File: config.mk
export PLATFORM = sky130hd
export DESIGN_NAME = sha1_padder
export DESIGN_NICKNAME = d
export VERILOG_FILES = /design/src/rtl/sha1_padder.sv
export SDC_FILE = /design/constraint.sdc
export NUM_CORES = 1
export LEC_CHECK = 0
export CAP_MARGIN = 30
export CELL_PAD_IN_SITES_DETAIL_PLACEMENT = 0
export CELL_PAD_IN_SITES_GLOBAL_PLACEMENT = 1
export CORE_MARGIN = 2
export CORE_UTILIZATION = 34
export DETAILED_ROUTE_END_ITERATION = 10
export HOLD_SLACK_MARGIN = 0.02
export PLACE_DENSITY_LB_ADDON = 0.1
export SYNTH_ARGS = -nofsm -noshare
export SYNTH_HDL_FRONTEND = slang
export SYNTH_SLANG_ARGS = --single-unit
File: constraint.sdc
create_clock -name clk -period 2.5 [get_ports clk]
set_clock_uncertainty 0.15 [all_clocks]
set_input_delay 0.625 -clock clk [delete_from_list [all_inputs] [get_ports clk]]
set_output_delay 0.625 -clock clk [all_outputs]
set_load 0.05 [all_outputs]
File: src/rtl/sha1_padder.sv
// SHA-1 message padder: packs a byte stream into 512-bit blocks and appends 0x80, zero fill and the 64-bit bit length.
// Defining SHA1_PADDER_OVF_EN adds a sticky byte-counter overflow flag (ovf).
module sha1_padder #(
  parameter int LEN_W = 32
) (
  input  logic         clk,
  input  logic         reset,
  input  logic [7:0]   in_data,
  input  logic         in_valid,
  input  logic         in_last,
  output logic         in_ready,
  output logic [511:0] blk_data,
  output logic         blk_valid,
  input  logic         blk_ready,
  output logic         blk_first,
  output logic         blk_last
`ifdef SHA1_PADDER_OVF_EN
  ,
  output logic         ovf
`endif
);

  typedef enum logic [1:0] {FILL, PAD, ZERO, EMIT} state_e;

  state_e           state_q, state_d;
  logic [5:0]       ptr_q, ptr_d;
  logic [LEN_W-1:0] count_q, count_d;
  logic             pend_q, pend_d;
  logic             zero_q, zero_d;
  logic             newMsg_q, newMsg_d;
  logic             last_q, last_d;
  logic [511:0]     buf_q, buf_d;
  logic [63:0]      bitLen;
  logic [8:0]       wrBase;

  assign bitLen = 64'(count_q) << 3;
  assign wrBase = 9'd511 - {ptr_q, 3'b000};

  // newMsg_q starts high so the first block after reset is flagged as first.
  always_ff @(posedge clk) begin
    if (reset) begin
      state_q  <= FILL;
      ptr_q    <= '0;
      count_q  <= '0;
      pend_q   <= 1'b0;
      zero_q   <= 1'b0;
      newMsg_q <= 1'b1;
      last_q   <= 1'b0;
      buf_q    <= '0;
    end else begin
      state_q  <= state_d;
      ptr_q    <= ptr_d;
      count_q  <= count_d;
      pend_q   <= pend_d;
      zero_q   <= zero_d;
      newMsg_q <= newMsg_d;
      last_q   <= last_d;
      buf_q    <= buf_d;
    end
  end

  always_comb begin
    state_d  = state_q;
    ptr_d    = ptr_q;
    count_d  = count_q;
    pend_d   = pend_q;
    zero_d   = zero_q;
    newMsg_d = newMsg_q;
    last_d   = last_q;
    buf_d    = buf_q;
    unique case (state_q)
      FILL: begin
        if (in_valid) begin
          buf_d[wrBase -: 8] = in_data;
          ptr_d   = ptr_q + 6'd1;
          count_d = count_q + LEN_W'(1);
          if (ptr_q == 6'd63) begin
            state_d = EMIT;
            last_d  = 1'b0;
            pend_d  = in_last;
          end else if (in_last) begin
            state_d = PAD;
          end
        end
      end
      PAD: begin
        for (int i = 0; i < 64; i++) begin
          if (6'(i) == ptr_q) buf_d[511-8*i -: 8] = 8'h80;
          else if (6'(i) > ptr_q) buf_d[511-8*i -: 8] = 8'h00;
        end
        // Length only fits when the marker landed in bytes 0..55; otherwise a ZERO block carries it.
        if (ptr_q <= 6'd55) begin
          buf_d[63:0] = bitLen;
          last_d      = 1'b1;
        end else begin
          last_d = 1'b0;
          zero_d = 1'b1;
        end
        state_d = EMIT;
      end
      ZERO: begin
        buf_d[511:64] = '0;
        buf_d[63:0]   = bitLen;
        last_d        = 1'b1;
        zero_d        = 1'b0;
        state_d       = EMIT;
      end
      EMIT: begin
        if (blk_ready) begin
          ptr_d = '0;
          if (last_q) begin
            state_d  = FILL;
            count_d  = '0;
            pend_d   = 1'b0;
            last_d   = 1'b0;
            newMsg_d = 1'b1;
          end else begin
            newMsg_d = 1'b0;
            if (pend_q) begin
              state_d = PAD;
              pend_d  = 1'b0;
            end else if (zero_q) begin
              state_d = ZERO;
            end else begin
              state_d = FILL;
            end
          end
        end
      end
      default: state_d = FILL;
    endcase
  end

  always_comb begin
    in_ready  = (state_q == FILL);
    blk_valid = (state_q == EMIT);
    blk_first = (state_q == EMIT) && newMsg_q;
    blk_last  = (state_q == EMIT) && last_q;
    blk_data  = buf_q;
  end

`ifdef SHA1_PADDER_OVF_EN
  logic ovf_q;

  // The first byte of a message is the only accepted byte seen with newMsg_q set and ptr at 0.
  always_ff @(posedge clk) begin
    if (reset) begin
      ovf_q <= 1'b0;
    end else if (state_q == FILL && in_valid) begin
      if (count_q == '1) ovf_q <= 1'b1;
      else if (newMsg_q && ptr_q == 6'd0) ovf_q <= 1'b0;
    end
  end

  assign ovf = ovf_q;
`endif

endmodule

Word-level counts from Yosys, hierarchy flattened
Cells that the tools add are included.
- bits in registers: 556
- output and inout bits: 516
- logic and storage cells: 516
- input port bits: 13
- reduce and logical (&&, ||, !) cells: 79
- shift operators: 2
- equal/unequal tests: 137
- multiplexer cells: 158
- add/sub/neg operators: 4
- order comparisons: 65
- operator list (kind ; count):
    $pmux 512 s3 ; 1
    $mux 8 ; 128
    $shift 8x11->519 const A ; 1
    $shiftx 8x11->519 ; 1
    $bwmux 512 ; 1
    $mux 512 ; 1
    $reduce_and 3->1 ; 67
    $eq 6x6->1 const A ; 32
    $gt 6x6->1 const A ; 32
    $ne 3x3->1 const B ; 56
    $eq 5x6->1 const A ; 16
    $gt 5x6->1 const A ; 16
    $mux 32 ; 3
    $mux 64 ; 1
    $pmux 32 s2 ; 1
    $eq 4x6->1 const A ; 8
    $gt 4x6->1 const A ; 8
    $add 32x1->32 const B ; 1
    $ne 4x4->1 const B ; 8
    $eq 3x6->1 const A ; 4
    $gt 3x6->1 const A ; 4
    $mux 2 ; 7
    $eq 2x6->1 const A ; 2
    $gt 1x6->1 const A ; 2
    other kinds (26) ; 44

Depth between registers and ports, before layout
Gate-level depths: netlist (run 1).
- word-level depth: 6
- depth in mapped cells: 11
- depth with buffers taken out: 7

Worst setup path before layout (run 1)
No wires, ideal clock.
- path type: register to output
- start point: reg state_q[0]
- end point: out blk_first
- data required time: 1725 ps
- path slack: -117 ps
- cell stages (with the launch flop): 5
- data arrival time: 1842 ps
- buffers on the path: 2
- path through: dfxtp_1 -> ha_1 -> buf_2 -> clkbuf_1 -> and2_1
- word-level cells in the longest chain between the ends: 2
- RTL lines (item ; RTL line ; RTL):
    from (decl) ; 25 ; state_e state_q, state_d;
    from (signal assigned) ; 51 ; state_q <= state_d;
    $eq 2x2->1 ; n/a ;
    named net blk_valid ; 13 ; output logic blk_valid,
    $logic_and 1x1->1 ; 137 ; blk_first = (state_q == EMIT) && newMsg_q;
    to (decl) ; 15 ; output logic blk_first,
The timed path passes the listed nets, and every way through them passes these cells.

Final worst setup path (run 1)
- start point: reg state_q[0]
- end point: out blk_last
- word-level cells in the longest chain between the ends: 2
- RTL lines (item ; RTL line ; RTL):
    $eq 2x2->1 ; 138 ; blk_last = (state_q == EMIT) && last_q;
    $logic_and 1x1->1 ; 138 ;
    to (decl) ; 16 ; output logic blk_last
No other way between the ends.

==> metrics.md, run 1 <==
| Metric | Value |
|---|---|
| Status | `complete, no violations` |
| TritonCTS clock tree | `yes` |
| Post-layout util | `51.37%` |
| Rows | `94` |
| Avg Inst Size Synth | `9.126 um2` |
| Worst Path Required | `between 1.5 and 2 ns` |
| Fin crit period | `2.458 ns` |
| Clk buf depth | `3` |
| Inserted Diodes | `0` |
| Total GRT Usage | `a little over 30%` |
| Wirelength per Cell | `between 20 and 30 um` |
| Slowest Stage Delay on Critical Path | `0.35 ns` |
| Core box area | `65630 um2` |
| Worst setup path class | `reg -> out` |
| Crit. End Element | `primary output` |
| Clk_lat worst skew | `0.62 ns` |
| Initial antenna violation count | `2` |
| Pwr Density | `816.0 nW/um2` |
| Cell variety after synth | `93` |
| DIE HEIGHT | `261.4 um` |
| Clock Tree Root | `clkbuf_16` |
| # DRC | `0` |
| Clock transition at path regs | `0.06 ns` |
| Number of buffers added on ports | `528` |
| Synthesized cell area | `22530 um2` |
| Cts-stage hold buffer count | `0` |
| Vias in the first global route | `23.22k` |
| Pleak | `between 10 and 15 nW` |
| Fin nets | `between 3k and 4k` |
| Startpoint Class | `flip-flop` |
| Hold_ws | `0.3092 ns` |
| Commonest non-fill, non-tap cell in the layout | `buf_4` |
| Die width | `261.4 um` |
| Via density per instance | `5.630` |
| Worst-path maximum fanout | `4` |
| GP Congestion | `0.9492` |
| Layout cells sized above 1 | `24.80%` |
| Worst path slowest cell | `dfxtp_4` |
| Largest net degree at the start of global routing | `67` |
| IO Count | `529` |
| Hpwl dp | `about 86000 um` |
| Via count | `23.93k` |
| Mapped Cells | `between 2k and 2.5k` |
| VDD IR max | `roughly 760 uV` |
| Yosys warns | `0` |
| Htree depth | `2` |
| Final setup violation count | `0` |
| Starting Density | `about a third` |
| Max-Slew Margin vs Limit | `36.59%` |
| Syn_nets | `2493` |
| Post-Route WL | `110600 um` |
| Final period utilization | `98.34%` |
| RSZ-0062 raised after global routing | `yes` |
| Global-route wire length before repair | `around 160000 um` |
| Post-synth ARST share | `0%` |
| Primary FF master, synth | `dfxtp_1` |
| ANT nets after route | `0` |
| Clock buffer count from CTS | `59` |
| Worst min path class | `reg -> reg` |
| Drt pass-1 iters | `5` |
| Max Cap Viol | `0` |
| Die ar. | `just under 70000 um2` |
| Max Fclk | `0.4068 GHz` |
| Critical Path, Cell by Cell | `buf_6 -> ha_4 -> buf_6 -> and2_4 -> buf_12` |
| Worst-margin pin slew | `0.9364 ns` |
| CP most frequent cell | `buf_6` |
| Global route overflow | `0` |
| Sequential element share of the synthesized area | `49.40%` |
| Worst Hold Depth | `1` |
| Area grow syn2layout | `49.63%` |
| Max-slew violation count | `0` |
| R2R cell count | `6` |
| Final hold viol count | `0` |
| Commonest non-fill, non-tap cells in the layout | `buf_4 (569), dfxtp_1 (550), dlygate4sd2_1 (372), nor2_1 (343), nand2_1 (158)` |
| CTS sink count | `556` |
| 1st-iter DRT viols | `2106` |
| #FFs+latches synth | `approximately 560` |
| EDFF count, synth | `0` |
| Crit path DAT | `1.68 ns` |
==> kinds of logic after synthesis <==
group,count (synthesis),synth area share (%)
AO/OA/AOI/OAI,763,25.35
XOR/XNOR,26,1.011
adder cells (fa/ha/maj),11,0.6108
buffers and inverters,213,3.993
flip-flops,556,49.40
multiplexers,22,0.9773
AND/OR/NAND/NOR,878,18.66
==> critical path: cells and delay by family, from the launching register on <==
| kind | cells | cell delay (ns) |
|---|---|---|
| adders and majority gates | 1 | 0.17 |
| buffers and inverters | 3 | 0.38 |
| DFF | 1 | 0.35 |
| and+or+nand+nor | 1 | 0.16 |
==> power breakdown <==
part	total [mW]	switching (mW)	internal, mW
sequential	9.27	0.159	9.11
combinational	9.31	5.94	3.37
clock	8.93	3.74	5.19
total	27.5	9.84	17.7
==> final timing paths <==
kind | startpoint | endpoint | slack, ns
worst max-delay path | state_q[0] | blk_last | 0.04
worst min-delay path | blk_data[467] | blk_data[467] | 0.31
worst max register to register | ptr_q[2] | flip-flop | 0.04
worst min register to register | blk_data[467] | blk_data[467] | 0.31
==> Yosys cell counts, drive strengths merged (23+ instances only) <==
cell type	instances	area, um2
dfxtp	556	11130
nor2	360	1359
nand2	159	596.8
a22oi	139	1044
o2bb2ai	115	1007
a21oi	114	581.8
clkbuf	112	420.4
o21ai	94	481.7
nor3	87	460.4
buf	81	404.1
a22o	71	621.9
nand3	60	322.8
a211oi	36	275.3
and3	35	219.0
nand4	35	219.0
and2	30	187.7
a32o	29	290.3
nor2b	23	143.9
==> what timing repair did <==
item | 4_1_cts | 5_1_grt
resized for setup | 406 | 55
pin swaps | 1 | 3
buffers inserted | 5 | 3
endpoints found under the setup margin | 634 | 208
==> through the flow <==
step / cells / power [mW] / TNS (ns) / setup WS, ns / area [um2]
2_1_floorplan: 2469 / 13.78 / 0 / 0.003742 / 22550
3_3_place_gp: 4135 / 18.29 / -101.82 / -0.6641 / 31800
3_5_place_dp: 4137 / 18.34 / -115.62 / -0.7248 / 31810
4_1_cts: 4248 / 27.34 / -0.006857 / -0.006369 / 33480
5_1_grt: 4251 / 28.47 / -0.02581 / -0.01042 / 33710
6_report: 4251 / 27.51 / 0 / 0.04161 / 33710
==> final cells by class <==
class,count,area [um2]
multi-input cells,1700,10850
clock buffers,82,1715
well taps,864,1081
repair buffers,1004,8593
inverters,20,78.83
clock inverters,25,250.2
flip-flops and latches,556,11150
fillers,6286,31910
==> metal layers <==
metal  track usage [%]  routed length (um)
met3             5.256                7557
met5                 0                   9
met2             50.82               51530
met1             40.87               46730
met4             12.80                4741
Power figures use the tool's default switching activity.
==> run 2, diff against run 1 <==
--- a/config.mk
+++ b/config.mk
@@ -8,6 +8,7 @@
 export CAP_MARGIN = 30
 export CELL_PAD_IN_SITES_DETAIL_PLACEMENT = 0
 export CELL_PAD_IN_SITES_GLOBAL_PLACEMENT = 1
+export CORE_ASPECT_RATIO = 0.7
 export CORE_MARGIN = 2
 export CORE_UTILIZATION = 34
 export DETAILED_ROUTE_END_ITERATION = 10
==> run 2 against run 1 <==
Clock-buffer cell count decreased by 3. Highest routed layer is now met4. First-iteration DRC count increased by 9.9%. Final cell count increased by 0.54%. Clock power decreased by 4.5%.
==> metrics.md, run 2 (same netlist as run 1, synthesis figures left out) <==
| Metric | Value |
|---|---|
| Status | `complete, no violations (unchanged)` |
| Design area | `33630 um2 (was 33710 um2)` |
| Worst Hold Depth | `1 (unchanged)` |
| Max Fclk | `0.4034 GHz (was 0.4068 GHz)` |
| Cts-stage hold buffer count | `0 (unchanged)` |
| Post-layout util | `51.58% (was 51.37%)` |
| Die width | `311.7 um (was 261.4 um)` |
| CTS sink count | `556 (unchanged)` |
| Pint | `17.22 mW (was 17.67 mW)` |
| Total GRT Usage | `31.28% (was 31.16%)` |
| Worst flop-to-flop path startpoint | `state_q[1] (was ptr_q[2])` |
| R2R cell count | `9 (was 6)` |
| Via count | `23.89k (was 23.93k)` |
| Placed Cells | `4162 (was 4137)` |
| Clock network power share | `31.4% (was 32.5%)` |
| Area after DPL | `31880 um2 (was 31810 um2)` |
| 1st-iter DRT viols | `2315 (was 2106)` |
| Commonest non-fill, non-tap cells in the layout | `buf_4 (575), dfxtp_1 (549), dlygate4sd2_1 (383), nor2_1 (342), nand2_1 (158) (was buf_4 (569), dfxtp_1 (550), dlygate4sd2_1 (372), nor2_1 (343), nand2_1 (158))` |
| Global-route wire length before repair | `160600 um (was 158200 um)` |
| Post-Route WL | `111200 um (was 110600 um)` |
| Area grow syn2layout | `49.25% (was 49.63%)` |
| Pre-CTS setup slack | `-0.5609 ns (was -0.7248 ns)` |
| # DRC | `0 (unchanged)` |
| P_sw | `9.917 mW (was 9.838 mW)` |
| Clock Tree Root | `clkbuf_16 (unchanged)` |
| Clk buf depth | `3 (unchanged)` |
| IO Count | `529 (unchanged)` |
| Max-Slew Margin vs Limit | `52.79% (was 36.59%)` |
| Final period utilization | `99.15% (was 98.34%)` |
| Total Negative Setup Slacks | `0 ns (unchanged)` |
| Fin crit period | `2.479 ns (was 2.458 ns)` |
| Max Cap Viol | `0 (unchanged)` |
| Pwr Density | `806.8 nW/um2 (was 816.0 nW/um2)` |
| Startpoint Class | `flip-flop (unchanged)` |
| Clk_lat worst skew | `0.64 ns (was 0.62 ns)` |
| Worst min path class | `reg -> reg (unchanged)` |
| Worst Path Required | `2.92 ns (was 1.73 ns)` |
| GP Congestion | `0.9695 (was 0.9492)` |
| Layout Cells excl Fill | `4274 (was 4251)` |
| R2R Setup Slk | `0.02 ns (was 0.04 ns)` |
| VDD IR max | `570.4 uV (was 759.7 uV)` |
| Drt pass-1 iters | `5 (unchanged)` |
| ANT nets after route | `0 (unchanged)` |
| Core box area | `65190 um2 (was 65630 um2)` |
| Crit path DAT | `2.89 ns (was 1.68 ns)` |
| Via density per instance | `5.589 (was 5.630)` |
| Max-slew violation count | `0 (unchanged)` |
| Hold Crit Endpoint | `blk_data[430] (was blk_data[467])` |
| Rows | `78 (was 94)` |
| Worst-margin pin slew | `0.7044 ns (was 0.9364 ns)` |
| Clock buffer count from CTS | `55 (was 59)` |
| Htree depth | `2 (unchanged)` |
| Commonest non-fill, non-tap cell in the layout | `buf_4 (unchanged)` |
| Layout cells sized above 1 | `24.17% (was 24.80%)` |
| DIE HEIGHT | `219.4 um (was 261.4 um)` |
| Final setup violation count | `0 (unchanged)` |
| Wirelength per Cell | `26.02 um (was 26.01 um)` |
| Crit. End Element | `flip-flop (was primary output)` |
| Die ar. | `68380 um2 (was 68350 um2)` |
| Worst-path maximum fanout | `6 (was 4)` |
| Part of the power in combinational logic | `34.3% (was 33.8%)` |
| Hpwl dp | `85160 um (was 85840 um)` |
| Worst hold start | `blk_data[430] (was blk_data[467])` |
| Final hold viol count | `0 (unchanged)` |
| Fin worst setup slack | `0.02130 ns (was 0.04161 ns)` |
| Worst setup path class | `reg -> reg (was reg -> out)` |
| R2R Path End | `blk_data[276]` |
| Number of buffers added on ports | `528 (unchanged)` |
| Clock transition at path regs | `0.07 ns (was 0.06 ns)` |
| Global route overflow | `0 (unchanged)` |
| Fin nets | `3373 (was 3365)` |
| Largest net degree at the start of global routing | `64 (was 67)` |
| Pleak | `14.86 nW (about the same)` |
| RSZ-0062 raised after global routing | `yes (unchanged)` |
| Fill cells | `6315 (was 6286)` |
| Sw frac | `36.55% (was 35.76%)` |
| Vias in the first global route | `23.42k (was 23.22k)` |
| Starting Density | `34.56% (was 34.33%)` |
| Initial antenna violation count | `0 (was 2)` |
| Part of the power in registers | `34.2% (was 33.7%)` |
| TritonCTS clock tree | `yes (unchanged)` |
==> run 2: stage by stage <==
| stage | power, mW | hold slack (ns) |
|---|---|---|
| after global routing | 28.10 | 0.2982 |
| final | 27.13 | 0.3008 |
| after global placement | 18.26 | 0.2897 |
| after CTS | 26.87 | 0.2552 |
| after floorplan | 13.78 | 0.3049 |
| after detailed placement | 18.30 | 0.2884 |
==> run 2: worst max path at each step <==
stage	slack [ns]	cells after the start	to	startpoint
floorplan	0.004	4	blk_first	state_q[0]
global placement	-0.54	9	blk_data[310]	in_valid
detailed placement	-0.56	9	blk_data[306]	in_valid
CTS	0.004	5	blk_first	state_q[1]
global route	-0.007	5	blk_first	state_q[1]
finish	0.02	9	blk_data[276]	state_q[1]
==> run 2: power groups by stage <==
stage	sequential [mW]	combinational, mW	clock, mW
after floorplan	10.2	3.61	0
after global placement	9.48	8.78	0
after detailed placement	9.49	8.81	0
after CTS	9.29	8.92	8.66
after global routing	9.31	9.75	9.04
final	9.29	9.31	8.53
==> run 2: repair_timing <==
item | 4_1_cts | 5_1_grt
pin swaps | 4 | 4
setup endpoints to repair | 696 | 247
setup buffers | 6 | 4
gates resized for setup | 422 | 39
==> run 2: area by class of cell <==
type	instances	area [um2]	area share (%)
sequential	556	11140	33.14
multi-input combinational	1700	10830	32.20
timing repair buffer	1016	8665	25.77
clock buffer	79	1567	4.658
tap	880	1101	3.274
clock inverter	22	245.2	0.7292
inverter	20	76.32	0.2270
antenna	1	2.502	0.007441
==> run 2: routing by layer <==
| layer | vias up | global-route usage (%) | share of wire, % |
|---|---|---|---|
| li1 | 10910 | - | - |
| met1 | 11765 | 43.78 | 46 |
| met2 | 1053 | 47.83 | 43 |
| met3 | 160 | 7.248 | 8.2 |
| met4 | 0 | 9.263 | 2.8 |
| met5 | - | 0 | 0 |
==> run 2: critical path, stage by stage, from the launching register on <==
cell,delay (ns)
dfxtp_2,0.32
buf_4,0.14
ha_4,0.18
buf_4,0.17
or2_2,0.31
or3_4,0.35
buf_4,0.18
nor2_1,0.24
buf_4,0.20
a32o_1,0.16
==> run 3, diff against run 2 <==
--- a/config.mk
+++ b/config.mk
@@ -13,7 +13,8 @@
 export CORE_UTILIZATION = 34
 export DETAILED_ROUTE_END_ITERATION = 10
 export HOLD_SLACK_MARGIN = 0.02
-export PLACE_DENSITY_LB_ADDON = 0.1
+export PLACE_DENSITY = 0.82
+export SLEW_MARGIN = 25
 export SYNTH_ARGS = -nofsm -noshare
 export SYNTH_HDL_FRONTEND = slang
 export SYNTH_SLANG_ARGS = --single-unit
==> run 3 against run 2 <==
Clock-buffer cell count is 4 lower. Cell area is 0.89% lower. Fmax is 0.48% higher. Via count is 1.4% higher. Setup slack better by 0.012 ns. Utilization is 0.46 points lower. Global-route usage is 0.67 points lower. Critical endpoint is now blk_first. Largest cell class unchanged. Largest power group is now registers.
==> metrics.md, run 3 (same netlist as run 1, synthesis figures left out) <==
| Metric | Value |
|---|---|
| Status | `complete, no violations (unchanged)` |
| VDD IR max | `472.9 uV (was 570.4 uV)` |
| Hpwl dp | `84350 um (was 85160 um)` |
| Worst min path class | `in -> reg (was reg -> reg)` |
| Layout cells sized above 1 | `23.89% (was 24.17%)` |
| Worst setup path class | `reg -> out (was reg -> reg)` |
| Clock transition at path regs | `0.07 ns (about the same)` |
| Wirelength per Cell | `25.80 um (was 26.02 um)` |
| CP most frequent cell | `buf_12 (was buf_4)` |
| Multi-input gate area | `10800 um2 (was 10830 um2)` |
| Clock Tree Root | `clkbuf_16 (unchanged)` |
| P_sw | `9.695 mW (was 9.917 mW)` |
| ANT nets after route | `0 (unchanged)` |
| Worst path slowest cell | `dfxtp_2 (was or3_4)` |
| Cts-stage hold buffer count | `0 (unchanged)` |
| Crit path DAT | `1.69 ns (was 2.89 ns)` |
| CP top delay family | `buffers and inverters (was simple AND/OR/NAND/NOR gates)` |
| GP Congestion | `0.9845 (was 0.9695)` |
| Post-Route WL | `109100 um (was 111200 um)` |
| Global route overflow | `0 (unchanged)` |
| Rows | `78 (unchanged)` |
| Area grow syn2layout | `47.93% (was 49.25%)` |
| Global-route wire length before repair | `158700 um (was 160600 um)` |
| Sw frac | `35.68% (was 36.55%)` |
| Pwr Density | `815.3 nW/um2 (was 806.8 nW/um2)` |
| Max Cap Viol | `0 (unchanged)` |
| Pleak | `14.64 nW (was 14.86 nW)` |
| Largest net degree at the start of global routing | `75 (was 64)` |
| Worst Path Required | `1.73 ns (was 2.92 ns)` |
| Clk buf depth | `3 (unchanged)` |
| Worst-path maximum fanout | `10 (was 6)` |
| Number of buffers added on ports | `528 (unchanged)` |
| Hold_ws | `0.1315 ns (was 0.3008 ns)` |
| Die width | `311.7 um (unchanged)` |
| RSZ-0062 raised after global routing | `yes (unchanged)` |
| Initial antenna violation count | `3 (was 0)` |
| Fill cells | `6134 (was 6315)` |
| Final setup violation count | `0 (unchanged)` |
| TritonCTS clock tree | `yes (unchanged)` |
| Part of the power in registers | `34.3% (was 34.2%)` |
| IO Count | `529 (unchanged)` |
| Fin nets | `3331 (was 3373)` |
| Max Fclk | `0.4054 GHz (was 0.4034 GHz)` |
| Fin crit period | `2.467 ns (was 2.479 ns)` |
| 1st-iter DRT viols | `2654 (was 2315)` |
| Total GRT Usage | `30.61% (was 31.28%)` |
| Clock network power share | `32.4% (was 31.4%)` |
| Final period utilization | `98.68% (was 99.15%)` |
| Crit. End Element | `primary output (was flip-flop)` |
| Part of the power in combinational logic | `33.4% (was 34.3%)` |
| Buf/Inv on CP | `3 (was 4)` |
| DIE HEIGHT | `219.4 um (unchanged)` |
| Max-Slew Margin vs Limit | `51.47% (was 52.79%)` |
| Fin worst setup slack | `0.03306 ns (was 0.02130 ns)` |
| Final hold viol count | `0 (unchanged)` |
| CTS sink count | `556 (unchanged)` |
| Via density per instance | `5.726 (was 5.589)` |
| Commonest non-fill, non-tap cells in the layout | `dfxtp_1 (549), buf_4 (547), dlygate4sd2_1 (373), nor2_1 (348), nand2_1 (155) (was buf_4 (575), dfxtp_1 (549), dlygate4sd2_1 (383), nor2_1 (342), nand2_1 (158))` |
| Core box area | `65190 um2 (unchanged)` |
| Startpoint Class | `flip-flop (unchanged)` |
| Pre-CTS setup slack | `-0.4549 ns (was -0.5609 ns)` |
| Vias in the first global route | `23.40k (was 23.42k)` |
| Pint | `17.48 mW (was 17.22 mW)` |
| # DRC | `0 (unchanged)` |
| Die ar. | `68380 um2 (unchanged)` |
| Critical Path, Cell by Cell | `buf_4 -> ha_4 -> buf_12 -> and2_4 -> buf_12 (was buf_4 -> ha_4 -> buf_4 -> or2_2 -> or3_4 -> buf_4 -> nor2_1 -> buf_4 -> a32o_1)` |
| Seq. cell area | `11150 um2 (was 11140 um2)` |
| Worst-margin pin slew | `0.7217 ns (was 0.7044 ns)` |
| Starting Density | `34.56% (unchanged)` |
| Clk_lat worst skew | `0.61 ns (was 0.64 ns)` |
| Clock buffer count from CTS | `56 (was 55)` |
| Drt pass-1 iters | `6 (was 5)` |
| Via count | `24.22k (was 23.89k)` |
| Htree depth | `2 (unchanged)` |
| Slowest Stage Delay on Critical Path | `0.32 ns (was 0.35 ns)` |
| Max-slew violation count | `0 (unchanged)` |
| Commonest non-fill, non-tap cell in the layout | `dfxtp_1 (was buf_4)` |
[run 3: final timing paths]
check	cells after the start	endpoint	from	slack [ns]
max	5	blk_first	state_q[1]	0.03
min	2	ptr_q[1]	reset	0.13
max reg2reg	9	flip-flop	state_q[0]	0.06
min reg2reg	2	blk_data[444]	blk_data[444]	0.30
[run 3: cell type report]
class	count	area share, %
antenna	1	0.007508
clock buffer	75	4.843
clock inverter	25	0.8671
inverter	20	0.2478
multi-input combinational	1700	32.41
sequential	556	33.46
tap	880	3.303
timing repair buffer	973	24.86
[run 3: timing repair]
action	CTS	global route
setup endpoints to repair	703	252
pin swaps	4	3
cloned	0	0
setup buffers	2	4
gates resized for setup	405	52
[run 3: stage by stage]
stage | setup TNS [ns] | cell area, um2 | total power [mW] | std cells | utilization [%]
floorplan | 0 | 22550 | 13.78 | 2469 | -
global placement | -111.62 | 31520 | 18.03 | 4123 | 48.35
detailed placement | -132.47 | 31530 | 18.13 | 4124 | 48.36
CTS | -0.1803 | 33130 | 26.97 | 4225 | 50.82
global route | -0.0007996 | 33330 | 28.11 | 4229 | 51.12
finish | 0 | 33330 | 27.17 | 4230 | 51.13
[run 3: power by group through the flow]
stage	registers (mW)	logic [mW]	clock network [mW]
floorplan	10.2	3.61	0
global placement	9.49	8.54	0
detailed placement	9.50	8.63	0
CTS	9.30	8.78	8.89
global route	9.32	9.50	9.28
finish	9.31	9.07	8.79
[run 3: metal layers]
layer	track usage [%]	part of all wire, %
met5	0	0
met1	42.25	43
met4	8.141	2.5
met3	6.776	9.5
met2	48.25	45
